$ cat src/rtl/rom_read_arbiter.sv
// Round-robin burst-read arbiter sharing one 1-cycle-latency ROM read port
// between NUM_REQ requesters; every returned word is tagged with owner ID and last flag.
module rom_read_arbiter #(
    parameter int NUM_REQ    = 2,
    parameter int ADDR_WIDTH = 10,
    parameter int DATA_WIDTH = 4,
    localparam int ID_W      = $clog2(NUM_REQ)
) (
    input  logic                          clk,
    input  logic                          rst_n,
    input  logic [NUM_REQ-1:0]            req_valid,
    input  logic [NUM_REQ*ADDR_WIDTH-1:0] req_addr,
    input  logic [NUM_REQ*ADDR_WIDTH-1:0] req_len,
    output logic [NUM_REQ-1:0]            req_ready,
    output logic [ADDR_WIDTH-1:0]         rom_addr,
    input  logic [DATA_WIDTH-1:0]         rom_data,
    output logic                          rsp_valid,
    output logic [DATA_WIDTH-1:0]         rsp_data,
    output logic [ID_W-1:0]               rsp_id,
    output logic                          rsp_last,
    output logic                          busy
);

    localparam int IDX_W = ID_W + 1;

    typedef enum logic [0:0] {
        ST_IDLE  = 1'b0,
        ST_BURST = 1'b1
    } state_t;

    state_t                  state_r, state_nxt_s;
    logic [ADDR_WIDTH-1:0]   rom_addr_r, rom_addr_nxt_s;
    logic [ADDR_WIDTH-1:0]   beat_cnt_r, beat_cnt_nxt_s;
    logic [ID_W-1:0]         rr_ptr_r, rr_ptr_nxt_s;
    logic [ID_W-1:0]         id_r, id_nxt_s;
    logic [ID_W-1:0]         grant_id_s;
    logic [ID_W-1:0]         cand_s;
    logic                    found_s;
    logic [NUM_REQ-1:0]      grant_s;
    logic [ADDR_WIDTH-1:0]   sel_addr_s, sel_len_s;
    logic                    issue_s, last_s;
    logic                    rsp_valid_r, rsp_last_r;
    logic [ID_W-1:0]         rsp_id_r;

    // Requester index base+offs folded back into 0..NUM_REQ-1 (sum never reaches 2*NUM_REQ).
    function automatic logic [ID_W-1:0] rr_index(input logic [ID_W-1:0] base, input int unsigned offs);
        logic [IDX_W-1:0] sum;
        sum = {1'b0, base} + IDX_W'(offs);
        return (sum >= IDX_W'(NUM_REQ)) ? ID_W'(sum - IDX_W'(NUM_REQ)) : ID_W'(sum);
    endfunction

    // Round-robin search starting at rr_ptr; grants only while idle.
    always_comb begin
        grant_s    = '0;
        grant_id_s = '0;
        found_s    = 1'b0;
        cand_s     = '0;
        if (state_r == ST_IDLE) begin
            for (int k = 0; k < NUM_REQ; k++) begin
                cand_s     = rr_index(rr_ptr_r, k);
                grant_id_s = (!found_s && req_valid[cand_s]) ? cand_s : grant_id_s;
                found_s    = found_s | req_valid[cand_s];
            end
            grant_s[grant_id_s] = found_s;
        end else begin
            grant_s = '0;
        end
    end

    // Mux out the granted requester's address and length slices.
    always_comb begin
        sel_addr_s = '0;
        sel_len_s  = '0;
        for (int k = 0; k < NUM_REQ; k++) begin
            sel_addr_s = (grant_id_s == ID_W'(k)) ? req_addr[k*ADDR_WIDTH +: ADDR_WIDTH] : sel_addr_s;
            sel_len_s  = (grant_id_s == ID_W'(k)) ? req_len[k*ADDR_WIDTH +: ADDR_WIDTH]  : sel_len_s;
        end
    end

    // Next-state logic: accept in IDLE, walk addresses in BURST.
    always_comb begin
        state_nxt_s    = state_r;
        rom_addr_nxt_s = rom_addr_r;
        beat_cnt_nxt_s = beat_cnt_r;
        rr_ptr_nxt_s   = rr_ptr_r;
        id_nxt_s       = id_r;
        case (state_r)
            ST_IDLE: begin
                if (found_s) begin
                    state_nxt_s    = ST_BURST;
                    rom_addr_nxt_s = sel_addr_s;
                    beat_cnt_nxt_s = sel_len_s;
                    id_nxt_s       = grant_id_s;
                    rr_ptr_nxt_s   = rr_index(grant_id_s, 1);
                end else begin
                    state_nxt_s = ST_IDLE;
                end
            end
            ST_BURST: begin
                if (beat_cnt_r == '0) begin
                    state_nxt_s = ST_IDLE;
                end else begin
                    rom_addr_nxt_s = rom_addr_r + ADDR_WIDTH'(1);
                    beat_cnt_nxt_s = beat_cnt_r - ADDR_WIDTH'(1);
                end
            end
            default: begin
                state_nxt_s = ST_IDLE;
            end
        endcase
    end

    assign issue_s = (state_r == ST_BURST);
    assign last_s  = issue_s && (beat_cnt_r == '0);

    // Control state and response pipeline registers.
    always_ff @(posedge clk or negedge rst_n) begin
        if (!rst_n) begin
            state_r     <= ST_IDLE;
            rom_addr_r  <= '0;
            beat_cnt_r  <= '0;
            rr_ptr_r    <= '0;
            id_r        <= '0;
            rsp_valid_r <= 1'b0;
            rsp_last_r  <= 1'b0;
            rsp_id_r    <= '0;
        end else begin
            state_r     <= state_nxt_s;
            rom_addr_r  <= rom_addr_nxt_s;
            beat_cnt_r  <= beat_cnt_nxt_s;
            rr_ptr_r    <= rr_ptr_nxt_s;
            id_r        <= id_nxt_s;
            rsp_valid_r <= issue_s;
            rsp_last_r  <= last_s;
            rsp_id_r    <= id_r;
        end
    end

    assign req_ready = grant_s;
    assign rom_addr  = rom_addr_r;
    assign rsp_valid = rsp_valid_r;
    assign rsp_last  = rsp_last_r;
    assign rsp_id    = rsp_id_r;
    assign rsp_data  = rom_data;
    assign busy      = issue_s;

endmodule

$ cat config.mk
export PLATFORM = sky130hd
export DESIGN_NAME = rom_read_arbiter
export DESIGN_NICKNAME = d
export VERILOG_FILES = /design/src/rtl/rom_read_arbiter.sv
export SDC_FILE = /design/constraint.sdc
export NUM_CORES = 1
export LEC_CHECK = 0
export CAP_MARGIN = 25
export CORE_ASPECT_RATIO = 2
export CORE_UTILIZATION = 47
export CTS_CLUSTER_DIAMETER = 150
export CTS_CLUSTER_SIZE = 28
export DETAILED_ROUTE_END_ITERATION = 8
export MAX_ROUTING_LAYER = met4
export PLACE_DENSITY = 0.91
export SLEW_MARGIN = 20
export SYNTH_ARGS = -nofsm -noshare
export SYNTH_HDL_FRONTEND = slang
export SYNTH_SLANG_ARGS = --single-unit
$ cat constraint.sdc
create_clock -name clk -period 4.1 [get_ports clk]
set_clock_uncertainty 0.05 [all_clocks]
set_input_delay 0.615 -clock clk [delete_from_list [all_inputs] [get_ports clk]]
set_output_delay 0.615 -clock clk [all_outputs]
set_load 0.03 [all_outputs]
==> metrics.md, run 1 <==
| Metric | Value |
|---|---|
| Outcome | `finished clean` |
| Post-CTS setup buffer count | `0` |
| Routed WL | `between 4 and 5 mm` |
| Seq/Total Area, Yosys | `0.3866` |
| Synth top area cells | `dfrtp_1, mux2i_1, mux2_2` |
| Netlist Area Pre-Place | `~0.0017 sq mm` |
| Min Tclk post-route | `about 3.0 ns` |
| 1st-iter DRT viols | `49` |
| Leakage | `0.9747 nW` |
| Htree depth | `1` |
| Crit path DAT | `~2.3 ns` |
| GP Congestion | `~0.8` |
| Slew Limit Fails | `0` |
| Area share of the largest cell type after synthesis | `0.3866` |
| CP startpoint kind | `input pin` |
| Met1 Usage GRT | `0.2999` |
| Fmax | `~0.34 GHz` |
| CTS tree | `built` |
| Top Usage Layer GRT | `met2` |
| Vias | `1592` |
| Count leader, synth | `dfrtp_1` |
| Port bufs | `59` |
| Core box area | `0.003416 sq mm` |
| Reg2Reg Launch Point | `busy` |
| Global-route wire length before repair | `between 7 and 8 mm` |
| Hold path startpoint | `id_r` |
| Site Rows | `30` |
| Share of cells above drive strength 1 | `0.1026` |
| Initial antenna violation count | `0` |
| RSZ-0062 raised after global routing | `no` |
| Worst reg2reg endpoint | `rom_addr[1]` |
| WS Path Type | `input pin to primary output` |
| GRT Util Overall | `0.2601` |
| Netlist cell types | `48` |
| Largest area contributor in the netlist | `dfrtp_1` |
| Crit Path Max Fanout | `4` |
| Vias per cell | `between 5 and 6` |
| Vias in the first global route | `approximately 1700` |
| DRC | `0` |
| Layout Cell Area excl Fill | `0.002352 sq mm` |
| Final Setup Violations | `0` |
| Routed Antenna Nets | `0` |
| Synthesis Warnings | `0` |
| Post-DP HPWL | `a little over 3 mm` |
| Die H | `a little under 90 microns` |
| Max Cap Violations | `0` |
| Clock Latency Late Sink | `between 0.2 and 0.3 ns` |
| Nets | `between 200 and 300` |
| Mean Syn Cell Area | `between 9 and 10 sq um` |
| Worst reg-to-reg path cell count | `6` |
| Post-synthesis async set-or-reset flop share | `1.000` |
| Power Density | `approximately 590 mW/mm^2` |
| Worst hold path type | `register to register` |
| Final hold viol count | `0` |
| Clock Path Buffers | `2` |
| WHS Path Cells | `0` |
| Hold-fix buffers, CTS | `0` |
| CP Capture Type | `primary output` |
| EDFF count, synth | `0` |
| Syn_nets | `231` |
| Clock slew seen by the registers of the worst setup and hold paths | `0.09 ns` |
| Worst-Margin Slew | `approximately 0.96 ns` |
| Hold path endpoint | `rsp_id` |
| Flop2flop setup slack | `between 1.5 and 2 ns` |
| Area grow syn2layout | `39.78%` |
| Largest net degree at the start of global routing | `32` |
| Seq cells post-synth | `26` |
| Final worst path period share | `0.7224` |
| CP Data Required Time | `3.43 ns` |
| DR WL/cell | `15.49 microns` |
| Gr ovfl total | `0` |
| Drt pass-1 iters | `4` |
| Top cells by count, synth | `dfrtp_1, nand2_1, a21oi_1, nor2_1, o21ai_0` |
| Antenna diodes | `0` |
| Clock root buffer | `clkbuf_8` |
| Slew HR | `0.3612` |
| Clock Sinks | `26` |
| Final TNS setup | `0 ns` |
| TritonCTS buffer count | `3` |
| Io pins | `between 60 and 70` |
| Predominant post-synthesis flop cell | `dfrtp_1` |
| Peak supply drop | `roughly 0.41 mV` |
| Die X | `about 44 microns` |
| GRT met2 Usage | `0.4372` |
| Global Route met3 Usage | `0.02708` |
| Initial Utilization | `0.4927` |
| Die area | `0.003838 sq mm` |
| Post-CTS sizing | `0` |
| Post-synthesis cell count | `around 180` |
| DP Area | `0.002281 sq mm` |
-- cell usage in the layout (no fill, tap or decap), types with 3 or more instances in the layout --
cell type         n
a21oi_1          13
a221oi_1          3
mux2_2            7
dfrtp_1          26
nand2_1          16
nor2_1           13
clkbuf_8          3
o22ai_1           4
mux2i_1          11
o21ai_0          13
nor3_1            3
clkdlybuf4s50_1  59
inv_1             4
nand2b_1          5
and3_1            3
xnor2_1           4
nand3_1           5
buf_4             3
-- kinds of logic (layout without fill, tap and decap cells) --
logic type | count (synthesis) | count (layout) | share of synthesized area
compound gates | 51 | 51 | 0.2052
xor+xnor | 5 | 5 | 0.02602
fa+ha+maj | 2 | 2 | 0.01487
buf+inv | 19 | 72 | 0.05948
flops | 26 | 26 | 0.3866
mux | 18 | 18 | 0.1123
simple gates | 60 | 60 | 0.1955
-- metal layers --
metal | share of wire | vias to the layer above
li1 | - | 764
met1 | 0.38 | 763
met2 | 0.56 | 61
met3 | 0.043 | 4
met4 | 0.011 | 0
met5 | 0 | -
-- flip-flops by register name (all words and copies together) (netlist names) --
signal and cells:
rom_addr 10, id_r 1, rsp_last 1, rsp_valid 1, beat_cnt_r 10, rsp_id 1, rr_ptr_r 1, busy 1
-- stage by stage --
stage               cells  utilization  power (mW)  hold slack, ns  setup WS [ns]
finish                282       0.6886       1.385          0.3504          1.138
global route          282       0.6886       1.481          0.3616          1.074
detailed placement    278       0.6678       1.156          0.3252          1.148
floorplan             181            -      0.9237          0.2694          1.583
CTS                   282       0.6886       1.383          0.3467          1.145
global placement      278       0.6678       1.130          0.3223          1.153
-- final cells by class --
type	count	area, sq um
Multi-Input combinational cell	136	932.1
Tap cell	48	60.06
Sequential cell	26	650.6
Inverter	6	25.02
Timing Repair Buffer	62	613.1
Clock buffer	3	41.29
Fill cell	277	1064
Clock inverter	1	30.03
-- where the power goes --
group,internal (mW),switching (mW)
Combinational,0.335,0.317
Sequential,0.369,0.148
Clock,0.131,0.0850
-- worst max-delay path, cell delays in order --
cell and delay (ns):
clkdlybuf4s50_1 0.52, nand2b_1 0.10, and2_1 0.18, nor3_1 0.18
clkdlybuf4s50_1 0.70
-- worst max path at each step --
stage	from	to	slack, ns	cells past startpoint
after floorplan	busy	req_ready[0]	1.58	4
after global placement	req_valid[0]	req_ready[0]	1.15	5
after detailed placement	req_valid[0]	req_ready[0]	1.15	5
after CTS	req_valid[0]	req_ready[0]	1.14	5
after global routing	req_valid[0]	req_ready[0]	1.07	5
final	req_valid[0]	req_ready[0]	1.14	5
No activity file was read; power rests on OpenSTA's default activity.
==> run 2: changes to the inputs <==
Settings changed: CORE_UTILIZATION 47 to 43, PLACE_DENSITY 0.91 to 0.85.
Clock period 4.1 ns to 2.9 ns, I/O delays scaled along.
==> run 2 against run 1 <==
  * Clock power up 38%
  * Combinational power up 40%
  * Critical path depth unchanged
  * Cell area up 0.58%
  * Global-route usage down 2.3 points
  * Sequential share of layout area down 0.16 points
  * Clock-buffer cell count unchanged
  * Wire length up 0.96%
  * First-iteration DRC count down 16%
  * Sequential power up 41%
  * Utilization down 4.7 points
==> metrics.md, run 2 (synthesized netlist as in run 1, its figures left out) <==
| Metric | Value |
|---|---|
| Most frequent cells in the layout | `clkdlybuf4s50_1, dfrtp_1, nand2_1 (unchanged)` |
| 1st-iter DRT viols | `41 (was 49)` |
| CP peak stage delay | `0.69 ns (was 0.70 ns)` |
| Gr ovfl total | `0 (unchanged)` |
| Clock root buffer | `clkbuf_8 (unchanged)` |
| CP Capture Type | `primary output (unchanged)` |
| Number of buffers and inverters on the critical path | `2 (unchanged)` |
| TritonCTS buffer count | `3 (unchanged)` |
| Area occupied by multi-input gates | `932.1 sq um (unchanged)` |
| Slew HR | `0.6069 (was 0.3612)` |
| Port bufs | `59 (unchanged)` |
| Vias in the first global route | `1692 (unchanged)` |
| DR WL/cell | `15.47 microns (was 15.49 microns)` |
| Critical-path cell list | `clkdlybuf4s50_1 > nand2b_1 > nand2_1 > nor2_1 > clkdlybuf4s50_1 (was clkdlybuf4s50_1 > nand2b_1 > and2_1 > nor3_1 > clkdlybuf4s50_1)` |
| Share of cells above drive strength 1 | `0.1144 (was 0.1026)` |
| Hold path endpoint | `rsp_id (unchanged)` |
| Pre-CTS setup slack | `0.4047 ns (was 1.148 ns)` |
| Outcome | `finished clean (unchanged)` |
| GRT Util Overall | `0.2369 (was 0.2601)` |
| Routed WL | `4.409 mm (was 4.367 mm)` |
| Clock Sinks | `26 (unchanged)` |
| Setup crit start | `req_valid[0] (unchanged)` |
| Leakage | `0.9859 nW (was 0.9747 nW)` |
| Final worst path period share | `0.8841` |
| Filler Cell Count | `320 (was 277)` |
| CP top delay family | `buffers and inverters (unchanged)` |
| Layout Cell Area excl Fill | `0.002366 sq mm (was 0.002352 sq mm)` |
| Flop2flop setup slack | `0.78 ns (was 1.75 ns)` |
| Post-DP HPWL | `3.382 mm (was 3.111 mm)` |
| Post-CTS setup buffer count | `0 (unchanged)` |
| WHS Path Cells | `0 (unchanged)` |
| GP Congestion | `0.8952 (was 0.8032)` |
| Initial antenna violation count | `0 (unchanged)` |
| Reg2Reg Launch Point | `beat_cnt_r[0] (was busy)` |
| Vias | `1597 (was 1592)` |
| Core box area | `0.003685 sq mm (was 0.003416 sq mm)` |
| Vias per cell | `5.604 (was 5.645)` |
| Htree depth | `1 (unchanged)` |
| Power Density | `822.2 mW/mm^2 (was 588.6 mW/mm^2)` |
| CP Data Required Time | `2.41 ns (was 3.43 ns)` |
| Post-CTS sizing | `0 (unchanged)` |
| Worst-Margin Slew | `0.5876 ns (was 0.9582 ns)` |
| Hold path startpoint | `id_r (unchanged)` |
| DRC | `0 (unchanged)` |
| Clock Latency Late Sink | `0.27 ns (about the same)` |
| Nets | `287 (was 285)` |
| Final hold viol count | `0 (unchanged)` |
| Die X | `46.24 microns (was 44.31 microns)` |
| Final TNS setup | `0 ns (unchanged)` |
| Most common cell after layout, fill and taps aside | `clkdlybuf4s50_1 (unchanged)` |
| Fin Hold WS | `0.3391 ns (was 0.3504 ns)` |
| Initial Utilization | `0.4567 (was 0.4927)` |
| Routed Antenna Nets | `0 (unchanged)` |
| Drt pass-1 iters | `5 (was 4)` |
| CTS tree | `built (unchanged)` |
| Critical-path top delay cell | `clkdlybuf4s50_1 (unchanged)` |
| Clock Path Buffers | `2 (unchanged)` |
| DP Area | `0.002295 sq mm (was 0.002281 sq mm)` |
| Slew Limit Fails | `0 (unchanged)` |
| Crit Path Max Fanout | `5 (was 4)` |
| Crit path DAT | `2.08 ns (was 2.30 ns)` |
| Worst reg-to-reg path cell count | `8 (was 6)` |
| Most frequent CP cell | `clkdlybuf4s50_1 (unchanged)` |
| Final Total Pwr | `1.945 mW (was 1.385 mW)` |
| Min Tclk post-route | `between 2 and 3 ns` |
| Site Rows | `31 (was 30)` |
| Io pins | `68 (unchanged)` |
| RSZ-0062 raised after global routing | `no (unchanged)` |
| Clock slew seen by the registers of the worst setup and hold paths | `0.09 ns (about the same)` |
| CP startpoint kind | `input pin (unchanged)` |
| Die H | `90.47 microns (was 86.62 microns)` |
| Final Setup Violations | `0 (unchanged)` |
| Fmax | `~0.39 GHz` |
| Peak supply drop | `0.5413 mV (was 0.4121 mV)` |
| Seq. cell area | `650.6 sq um (unchanged)` |
| Area grow syn2layout | `40.59% (was 39.78%)` |
| Hold-fix buffers, CTS | `0 (unchanged)` |
| Antenna diodes | `0 (unchanged)` |
| Max Cap Violations | `0 (unchanged)` |
| WS Path Type | `input pin to primary output (unchanged)` |
| Global-route wire length before repair | `7.258 mm (was 7.438 mm)` |
| Worst hold path type | `register to register (unchanged)` |
| Post-route setup slack | `0.3362 ns (was 1.138 ns)` |
| Largest net degree at the start of global routing | `28 (was 32)` |
| Die area | `0.004183 sq mm (was 0.003838 sq mm)` |
| Worst reg2reg endpoint | `rom_addr[1] (unchanged)` |
[run 2: metrics by stage]
stage	std cells	util
2_1_floorplan	181	-
3_3_place_gp	281	0.6228
3_5_place_dp	281	0.6228
4_1_cts	285	0.6421
5_1_grt	285	0.6421
6_report	285	0.6421
[run 2: worst max path at each step]
stage | end | slack (ns) | depth (start not counted)
3_5_place_dp | req_ready[1] | 0.40 | 5
5_1_grt | req_ready[1] | 0.27 | 5
4_1_cts | req_ready[1] | 0.39 | 5
2_1_floorplan | req_ready[0] | 0.56 | 4
3_3_place_gp | req_ready[1] | 0.47 | 4
6_report | req_ready[1] | 0.34 | 5
[run 2: per-layer routing]
metal  vias to the layer above  part of all wire  track usage
met5                         -                 0            -
met4                         0             0.026       0.1127
met3                         8             0.033      0.01600
met2                        42              0.57       0.4225
met1                       774              0.37       0.2408
li1                        773                 -            -
[run 2: where the power goes]
group          leakage [nW]  internal (mW)  total, mW  switching [mW]
registers             0.299          0.522      0.730           0.207
clock network        0.0357          0.185      0.299           0.115
logic                 0.651          0.473      0.916           0.444
total                 0.986           1.18       1.95           0.766
[run 2: worst reg2reg max path: cells and delay by family, from the launching register on]
kind	cells	cell delay, ns
simple gates	3	0.65
flops	1	0.38
buf+inv	3	0.34
mux	1	0.36
fa+ha+maj	1	0.24
[run 2: layout make-up]
type	count	area share
clock buffers	3	0.01745
clock inverters	1	0.01269
inverters	6	0.01058
multi-input cells	136	0.3940
flip-flops and latches	26	0.2750
well taps	49	0.02591
repair buffers	64	0.2644
==> run 3: changes to the inputs <==
Settings changed: GPL_TIMING_DRIVEN from default to 0.
==> run 3 against run 2 <==
  * Sequential share of layout area shrank 0.64 points
  * Critical endpoint is now req_ready[0]
  * Clock-buffer cell count up 1
  * Sequential power barely moved
==> metrics.md, run 3 (synthesized netlist as in run 1, its figures left out) <==
| Metric | Value |
|---|---|
| Worst-Margin Slew | `0.6074 ns (was 0.5876 ns)` |
| WS Path Type | `input pin to primary output (unchanged)` |
| Worst hold path type | `input pin to asynchronous set/reset pin (was register to register)` |
| Clock Sinks | `26 (unchanged)` |
| Flop2flop setup slack | `0.66 ns (was 0.78 ns)` |
| Vias per cell | `5.709 (was 5.604)` |
| Core box area | `0.003685 sq mm (unchanged)` |
| Port bufs | `63 (was 59)` |
| Drt pass-1 iters | `4 (was 5)` |
| Most common cell after layout, fill and taps aside | `clkdlybuf4s50_1 (unchanged)` |
| TritonCTS buffer count | `3 (unchanged)` |
| Slew HR | `0.5936 (was 0.6069)` |
| Clock Latency Late Sink | `0.27 ns (about the same)` |
| Gr ovfl total | `0 (unchanged)` |
| Max Cap Violations | `0 (unchanged)` |
| Site Rows | `31 (unchanged)` |
| CP Data Required Time | `2.41 ns (about the same)` |
| RSZ-0062 raised after global routing | `no (unchanged)` |
| Reg2Reg Launch Point | `beat_cnt_r[0] (unchanged)` |
| CTS tree | `built (unchanged)` |
| CP Capture Type | `primary output (unchanged)` |
| Nets | `298 (was 287)` |
| DP Area | `0.002370 sq mm (was 0.002295 sq mm)` |
| Initial antenna violation count | `0 (unchanged)` |
| Htree depth | `1 (unchanged)` |
| Global-route wire length before repair | `7.624 mm (was 7.258 mm)` |
| Crit Path Max Fanout | `10 (was 5)` |
| Internal power | `1.120 mW (was 1.180 mW)` |
| Final worst path period share | `0.9672 (was 0.8841)` |
| Vias in the first global route | `1772 (was 1692)` |
| Number of buffers and inverters on the critical path | `3 (was 2)` |
| CP startpoint kind | `input pin (unchanged)` |
| Comb power frac | `0.487 (was 0.471)` |
| Final Total Pwr | `1.894 mW (was 1.945 mW)` |
| Most frequent cells in the layout | `clkdlybuf4s50_1, dfrtp_1, nand2_1 (unchanged)` |
| Antenna diodes | `0 (unchanged)` |
| Power share of the sequential group | `0.386 (was 0.375)` |
| Most frequent CP cell | `clkdlybuf4s50_1 (unchanged)` |
| Io pins | `68 (unchanged)` |
| Peak supply drop | `0.5240 mV (was 0.5413 mV)` |
| Power Density | `782.1 mW/mm^2 (was 822.2 mW/mm^2)` |
| Setup crit start | `req_valid[0] (unchanged)` |
| Critical-path cell list | `clkdlybuf4s50_1 > nand2b_1 > and2_1 > buf_2 > nor3_1 > clkdlybuf4s50_1 (was clkdlybuf4s50_1 > nand2b_1 > nand2_1 > nor2_1 > clkdlybuf4s50_1)` |
| Min Tclk post-route | `2.805 ns (was 2.564 ns)` |
| Worst reg-to-reg path cell count | `10 (was 8)` |
| Clock root buffer | `clkbuf_8 (unchanged)` |
| Critical-path top delay cell | `clkdlybuf4s50_1 (unchanged)` |
| Post-CTS sizing | `1 (was 0)` |
| Die area | `0.004183 sq mm (unchanged)` |
| Clk pwr share | `0.127 (was 0.154)` |
| Outcome | `finished clean (unchanged)` |
| Switching Share | `0.4086 (was 0.3936)` |
| Area grow syn2layout | `43.94% (was 40.59%)` |
| Filler Cell Count | `313 (was 320)` |
| DR WL/cell | `15.63 microns (was 15.47 microns)` |
| Hold-fix buffers, CTS | `0 (unchanged)` |
| Routed Antenna Nets | `0 (unchanged)` |
| 1st-iter DRT viols | `33 (was 41)` |
| GRT Util Overall | `0.2516 (was 0.2369)` |
| Final TNS setup | `0 ns (unchanged)` |
| Routed WL | `4.626 mm (was 4.409 mm)` |
| Post-route setup slack | `0.09507 ns (was 0.3362 ns)` |
| Die X | `46.24 microns (unchanged)` |
| Clock slew seen by the registers of the worst setup and hold paths | `0.09 ns (about the same)` |
| Vias | `1690 (was 1597)` |
| Pre-CTS setup slack | `0.09588 ns (was 0.4047 ns)` |
| Largest net degree at the start of global routing | `27 (was 28)` |
| GP Congestion | `0.9034 (was 0.8952)` |
| Sw power | `0.7740 mW (was 0.7656 mW)` |
| Worst reg2reg endpoint | `beat_cnt_r[1] (was rom_addr[1])` |
| Slew Limit Fails | `0 (unchanged)` |
| DRC | `0 (unchanged)` |
| Final Setup Violations | `0 (unchanged)` |
| CP peak stage delay | `0.69 ns (about the same)` |
| Initial Utilization | `0.4567 (unchanged)` |
| Crit path DAT | `2.32 ns (was 2.08 ns)` |
| Die H | `90.47 microns (unchanged)` |
| Fmax | `0.3565 GHz (was 0.3900 GHz)` |
| Share of cells above drive strength 1 | `0.1255 (was 0.1144)` |
| Leakage | `1.013 nW (was 0.9859 nW)` |
| Post-DP HPWL | `3.575 mm (was 3.382 mm)` |
| Layout Cell Area excl Fill | `0.002422 sq mm (was 0.002366 sq mm)` |
| CP top delay family | `buffers and inverters (unchanged)` |
| Post-CTS setup buffer count | `0 (unchanged)` |
| Clock Path Buffers | `2 (unchanged)` |
| Final hold viol count | `0 (unchanged)` |
run 3: cell count changes in the layout (fill, tap and decap cells not counted):
cell,change
clkbuf_8,+1
buf_2,+4
clkdlybuf4s50_1,+4
buf_4,-2
clkbuf_2,+1
bufinv_16,-1
buf_6,+1
clkbuf_1,+3
run 3: power groups by stage:
stage / registers, mW / clock network, mW / logic [mW]
finish: 0.730 / 0.241 / 0.923
global placement: 0.724 / 0 / 0.902
detailed placement: 0.729 / 0 / 0.929
global route: 0.754 / 0.255 / 1.01
floorplan: 0.834 / 0 / 0.472
CTS: 0.723 / 0.242 / 0.930
run 3: per-stage QoR:
step / cells / hold slack (ns) / util
floorplan: 181 / 0.08941 / -
global placement: 293 / 0.3213 / 0.6445
detailed placement: 293 / 0.3260 / 0.6431
CTS: 296 / 0.1164 / 0.6574
global route: 296 / 0.1350 / 0.6574
finish: 296 / 0.09597 / 0.6574
run 3: layout make-up:
cell class                 count  area (sq um)  area share
sequential                    26         650.6      0.2686
tap                           49         61.31     0.02531
multi-input combinational    136         932.1      0.3848
buffer                        12         72.57     0.02996
inverter                       6         25.02     0.01033
timing repair buffer          63         625.6      0.2583
clock buffer                   4         55.05     0.02273
run 3: worst max-delay path by stage:
stage / to / slack [ns] / cells past startpoint
after global routing: req_ready[1] / 0.002 / 4
after global placement: req_ready[0] / 0.08 / 6
after detailed placement: req_ready[0] / 0.1 / 6
final: req_ready[0] / 0.1 / 6
after floorplan: req_ready[0] / 0.56 / 4
after CTS: req_ready[0] / 0.09 / 6
run 3: worst register-to-register path: stages, from the launching register on:
cell      delay, ns
dfrtp_1        0.41
inv_1          0.09
ha_1           0.22
nor4b_1        0.32
nand4b_1       0.30
inv_2          0.12
or2_4          0.16
inv_4          0.06
buf_2          0.19
o211ai_1       0.10
o21ai_0        0.10
run 3: routing by layer:
metal	track usage	wire length (microns)
met1	0.2564	1727
met2	0.4472	2540
met3	0.01400	206
met4	0.1250	152
met5	-	0
